==> config.mk <==
export PLATFORM = sky130hd
export DESIGN_NAME = grid_game_ctrl
export DESIGN_NICKNAME = d
export VERILOG_FILES = /design/src/rtl/grid_game_ctrl.sv
export SDC_FILE = /design/constraint.sdc
export NUM_CORES = 1
export LEC_CHECK = 0
export CAP_MARGIN = 20
export CORE_MARGIN = 3
export CORE_UTILIZATION = 45
export CTS_CLUSTER_DIAMETER = 40
export DETAILED_ROUTE_END_ITERATION = 8
export GPL_TIMING_DRIVEN = 0
export PLACE_DENSITY = 0.69
export RECOVER_POWER = 25
export SLEW_MARGIN = 20
export SYNTH_ARGS = -nofsm -noshare
export SYNTH_HDL_FRONTEND = slang
export SYNTH_SLANG_ARGS = --single-unit
==> constraint.sdc <==
create_clock -name clk -period 6.3 [get_ports clk]
set_input_delay 0.63 -clock clk [delete_from_list [all_inputs] [get_ports clk]]
set_output_delay 0.63 -clock clk [all_outputs]
set_load 0.02 [all_outputs]
==> src/rtl/grid_game_ctrl.sv <==
// N x N, K-in-a-row two-player game controller: cursor, placement FSM and incremental win/draw check.
// Optional feature: define GRID_CURSOR_WRAP_EN to make cursor moves wrap at the board edges instead of saturating.
module grid_game_ctrl #(
  parameter int N = 3,
  parameter int K = 3
) (
  input  logic                 clk,
  input  logic                 resetn,
  input  logic [2:0]           dir,
  input  logic                 confirm,
  output logic [$clog2(N)-1:0] cur_row,
  output logic [$clog2(N)-1:0] cur_col,
  output logic [2*N*N-1:0]     board,
  output logic [1:0]           turn,
  output logic                 busy,
  output logic                 illegal,
  output logic [1:0]           winner,
  output logic                 game_over
);
  localparam int RW = $clog2(N);
  localparam int CW = $clog2(N*N+1);
  localparam logic [RW-1:0] LAST = RW'(N-1);
`ifdef GRID_CURSOR_WRAP_EN
  localparam logic [RW-1:0] PAST_LOW  = LAST;
  localparam logic [RW-1:0] PAST_HIGH = '0;
`else
  localparam logic [RW-1:0] PAST_LOW  = '0;
  localparam logic [RW-1:0] PAST_HIGH = LAST;
`endif

  typedef enum logic [2:0] {IDLE, PLACE, CHECK, SWITCH, DONE} state_t;
  state_t state;

  logic [2:0]    dir_q;
  logic          confirm_q;
  logic [CW-1:0] placed;
  logic [1:0]    axis;
  logic          sense;
  int            p_row, p_col, w_row, w_col, steps, run;
  logic [RW-1:0] nxt_row, nxt_col;
  logic [1:0]    cursor_cell;
  int            dr, dc, nr, nc;
  logic          step_ok;

  function automatic logic is_move(input logic [2:0] d);
    return (d >= 3'd1) && (d <= 3'd4);
  endfunction

  always_comb begin
    nxt_row = cur_row;
    nxt_col = cur_col;
    if (is_move(dir) && !is_move(dir_q)) begin
      case (dir)
        3'd1:    nxt_row = (cur_row == '0)   ? PAST_LOW  : cur_row - RW'(1);
        3'd2:    nxt_row = (cur_row == LAST) ? PAST_HIGH : cur_row + RW'(1);
        3'd3:    nxt_col = (cur_col == LAST) ? PAST_HIGH : cur_col + RW'(1);
        3'd4:    nxt_col = (cur_col == '0)   ? PAST_LOW  : cur_col - RW'(1);
        default: ;
      endcase
    end
  end

  assign cursor_cell = board[2*(int'(cur_row)*N + int'(cur_col)) +: 2];

  // One step of the line walk: axis 0..3 = horizontal, vertical, diagonal, anti-diagonal; sense 1 walks backwards.
  always_comb begin
    dr = 0;
    dc = 1;
    case (axis)
      2'd0:    begin dr = 0; dc = 1;  end
      2'd1:    begin dr = 1; dc = 0;  end
      2'd2:    begin dr = 1; dc = 1;  end
      default: begin dr = 1; dc = -1; end
    endcase
    if (sense) begin
      dr = -dr;
      dc = -dc;
    end
    nr = w_row + dr;
    nc = w_col + dc;
    step_ok = 1'b0;
    if (nr >= 0 && nr < N && nc >= 0 && nc < N)
      step_ok = (board[2*(nr*N + nc) +: 2] == turn);
  end

  always_ff @(posedge clk) begin
    if (!resetn) begin
      state     <= IDLE;
      dir_q     <= '0;
      confirm_q <= 1'b0;
      cur_row   <= '0;
      cur_col   <= '0;
      board     <= '0;
      turn      <= 2'd1;
      busy      <= 1'b0;
      illegal   <= 1'b0;
      winner    <= 2'd0;
      game_over <= 1'b0;
      placed    <= '0;
      axis      <= '0;
      sense     <= 1'b0;
      p_row     <= 0;
      p_col     <= 0;
      w_row     <= 0;
      w_col     <= 0;
      steps     <= 0;
      run       <= 1;
    end else begin
      dir_q     <= dir;
      confirm_q <= confirm;
      illegal   <= 1'b0;
      cur_row   <= nxt_row;
      cur_col   <= nxt_col;
      case (state)
        IDLE: begin
          if (confirm && !confirm_q) begin
            if (cursor_cell == 2'd0) begin
              p_row <= int'(cur_row);
              p_col <= int'(cur_col);
              busy  <= 1'b1;
              state <= PLACE;
            end else begin
              illegal <= 1'b1;
            end
          end
        end
        PLACE: begin
          board[2*(p_row*N + p_col) +: 2] <= turn;
          placed <= placed + CW'(1);
          w_row  <= p_row;
          w_col  <= p_col;
          axis   <= '0;
          sense  <= 1'b0;
          steps  <= 0;
          run    <= 1;
          state  <= CHECK;
        end
        CHECK: begin
          if (step_ok && run + 1 >= K) begin
            winner    <= turn;
            game_over <= 1'b1;
            busy      <= 1'b0;
            state     <= DONE;
          end else begin
            if (step_ok) begin
              w_row <= nr;
              w_col <= nc;
              steps <= steps + 1;
              run   <= run + 1;
            end
            // A sense ends on a mismatch/edge or in the same cycle as its last allowed step.
            if (!step_ok || steps + 1 == K - 1) begin
              w_row <= p_row;
              w_col <= p_col;
              steps <= 0;
              if (!sense) begin
                sense <= 1'b1;
              end else begin
                sense <= 1'b0;
                run   <= 1;
                axis  <= axis + 2'd1;
                if (axis == 2'd3) begin
                  if (placed == CW'(N*N)) begin
                    winner    <= 2'd3;
                    game_over <= 1'b1;
                    busy      <= 1'b0;
                    state     <= DONE;
                  end else begin
                    state <= SWITCH;
                  end
                end
              end
            end
          end
        end
        SWITCH: begin
          turn  <= (turn == 2'd1) ? 2'd2 : 2'd1;
          busy  <= 1'b0;
          state <= IDLE;
        end
        DONE: ;
        default: state <= IDLE;
      endcase
    end
  end
endmodule

==> flow_summary_export.csv <==
group,metric,value,unit
floorplan,ios,35,
sta,setup_viol,0,
floorplan,die_y,183,um
global_route,grt_pass1_vias,13700,
routing,routed_via_density,6.33,
clocking,cts_buffers,17,
global_route,grt_pass1_wl,73300,um
global_route,grt_antenna_before_repair,0,
placed_design,pre_cts_slack,-1470,ps
layout,layout_common_cells,"nor2_1 (184), dfxtp_1 (173), nand2_1 (157), a21oi_1 (108), clkbuf_1 (83)",
synthesis,synth_edf_count,0,
power_and_ir_drop,finalPower,4.20,mW
routing,via_count,14800,
setup_path,cp.arrival,6520,ps
worst_hold_path,holdPathEnd,"game_over$_SDFFE_PN0P_",
synthesis,syn-num-nets,1941,
setup_path,path_max_fanout,5,
synthesis,syn_area,0.0140,sq mm
synthesis,synth-seq-cells,175,
clocking,path_clk_slew,80,ps
setup_path,slowest_delay,600,ps
synthesis,synth.top_cell.area_share,25.0,%
setup_path,slowest_stage,"fa_2",
outcome,outcome,"completed",
worst_hold_path,min-delay-start,"game_over$_SDFFE_PN0P_",
clocking,clock-sinks,175,
synthesis,ys.flop_type,"dfxtp_1",
layout,fill_cells,2864,
sta,slew_violations,0,
setup_path,startpoint_type,"flop",
setup_path,r2r_cells,28,
layout,final_common_cell,"nor2_1",
setup_path,r2r_setup_slack,170,ps
worst_hold_path,min_path_cells,1,
routing,wl_per_cell,19.3,um
power_and_ir_drop,peakVddDrop,0.000282,V
setup_path,crit_required,6680,ps
sta,min_period_over_period,97.4,%
routing,drcViolationCount,0,
synthesis,synthArstFlopShare,0,%
global_route,grt_max_degree,24,
worst_hold_path,holdCritPathClass,"flop to flop",
sta,tightest_slew,1090,ps
floorplan,core_region_area,0.0307,sq mm
layout,drive_gt1_share,9.59,%
synthesis,synth.area.top_cells,"dfxtp_1 (25%), ha_1 (6.2%), nor2_1 (4.9%)",
sta,period_minus_slack,6130,ps
layout,syn2layout_area_growth,14.9,%
clocking,cts.root.buffer_cell,"clkbuf_16",
clocking,h-tree-depth,4,
floorplan,fp.dieW,183,um
routing,totalWireLength,45300,um
placed_design,port-buffer-count,33,
synthesis,ys_types,100,
synthesis,syn-instance-count,1856,
setup_path,worstSetupPathType,"flop to flop",
placed_design,placed_area,0.0149,sq mm
sta,hold_viol,0,
layout,nNetsFinal,2022,
sta,slew_headroom,27.5,%
setup_path,end_kind,"flop",
routing,ant_nets,0,
floorplan,die_area,0.0333,sq mm
power_and_ir_drop,power_density,260,mW/mm^2
sta,worst_slack,165,ps
synthesis,yosysWarnings,0,
setup_path,r2r_end,"steps[15]$_SDFFE_PN0P_",
sta,finalClockSkew,14.5,ps
routing,drtIter0Drc,1510,
synthesis,ys_seq_area_share,25.0,%
routing,first_pass_iters,8,
clocking,cts_tree,"built",
run,maxCapViolations,0,
clocking,clockBufferDepth,2,
power_and_ir_drop,p_leak,6.08,nW
layout,antennaDiodeCount,0,
layout,design_area,0.0161,sq mm
sta,grt_setup_unrepaired,"true",
clocking,clk_latency,450,ps
setup_path,r2r-start,"axis[1]$_SDFFE_PN0P_",
placed_design,hpwl,33500,um
sta,max_freq,163,MHz
synthesis,syn_avg_cell_area,7.56,sq um
placed_design,gp_congestion,0.959,
global_route,track_usage,26.8,%
synthesis,synth_area_leader_cell,"dfxtp_1",
floorplan,start_util,45.8,%
global_route,overflow,0,
floorplan,rows,64,
-- repair_timing --
item,in CTS,in global routing
endpoints found under the setup margin,138,136
buffers inserted,21,16
cloned,4,0
hold endpoints to repair,0,0
hold buffers,0,0
pin swaps,10,22
resized for setup,62,49
-- cell usage after synthesis (31+ instances only) --
cell	instances
ha_1	70
a31oi_1	31
clkbuf_1	90
nor4_1	35
o21ai_0	63
a21oi_1	113
dfxtp_1	175
xnor2_1	65
inv_1	66
nand4_1	59
a211oi_1	32
and2_1	32
nor2_1	184
nand2_1	158
or3_1	39
and3_1	78
nand3_1	54
nor3_1	81
mux2i_1	36
-- registers in the layout, indices dropped and copies added, names as in the netlist, 3 cells and up --
signal  count
w_row      32
dir_q       3
w_col      32
run        32
placed      4
board      18
steps      32
state       3
-- layout make-up --
cell class | instances | area (sq um) | share of cell area, %
sequential | 175 | 3510 | 21.7
clock inverter | 11 | 96.3 | 0.597
tap | 396 | 495 | 3.07
multi-input combinational | 1485 | 10000 | 62.2
buffer | 118 | 559 | 3.47
clock buffer | 20 | 457 | 2.83
timing repair inverter | 1 | 7.51 | 0.0465
inverter | 67 | 272 | 1.68
timing repair buffer | 72 | 708 | 4.39
-- cell families (layout without fill, tap and decap cells) --
group / count (synthesis) / after routing / synth area share (%)
AND/OR/NAND/NOR: 832 / 832 / 31.5
multiplexers: 41 / 41 / 3.29
flip-flops: 175 / 175 / 25.0
adder cells (fa/ha/maj): 80 / 80 / 7.59
AO/OA/AOI/OAI: 446 / 446 / 21.5
XOR/XNOR: 86 / 86 / 5.46
buffers and inverters: 196 / 289 / 5.72
-- critical path, delay by kind of cell, from the launching register on --
kind                       cells  cell delay [ps]
buffers and inverters          7              700
AOI/OAI and AO/OA              5              890
xor gates and xnor gates       2              250
adders and majority gates      5             1710
muxes                          2              460
and+or+nand+nor                7             1670
DFF                            1              330
-- power by group --
group / internal (mW) / switching (mW) / leakage [nW]
sequential: 1.14 / 0.0342 / 1.41
combinational: 0.731 / 1.25 / 4.39
clock: 0.537 / 0.504 / 0.277
-- through the flow --
step / hold slack [ps] / setup TNS [ps] / util (%) / cells
after floorplan: 447 / 0 / - / 1856
after global placement: 458 / -154940 / 48.6 / 2285
after detailed placement: 468 / -167700 / 48.6 / 2285
after CTS: 479 / 0 / 51.8 / 2337
after global routing: 492 / -1400 / 52.6 / 2345
final: 470 / 0 / 52.6 / 2345
-- how the worst max path moves through the flow --
stage | from | to | slack (ps)
5_1_grt | axis[0]$_SDFFE_PN0P_ | steps[15]$_SDFFE_PN0P_ | -130
2_1_floorplan | axis[0]$_SDFFE_PN0P_ | steps[3]$_SDFFE_PN0P_ | 20
6_report | axis[1]$_SDFFE_PN0P_ | steps[15]$_SDFFE_PN0P_ | 170
3_5_place_dp | axis[0]$_SDFFE_PN0P_ | w_row[1]$_SDFFE_PN0P_ | -1470
3_3_place_gp | axis[0]$_SDFFE_PN0P_ | run[24]$_SDFFE_PN0P_ | -1330
4_1_cts | axis[0]$_SDFFE_PN0P_ | steps[6]$_SDFFE_PN0P_ | 3
-- routing by layer --
metal	share of wire [%]	GRT usage, %
met5	0	0
met4	3.1	8.90
met3	6.9	3.75
met2	45	42.1
met1	45	37.8
(Power assumes the default switching activity.)
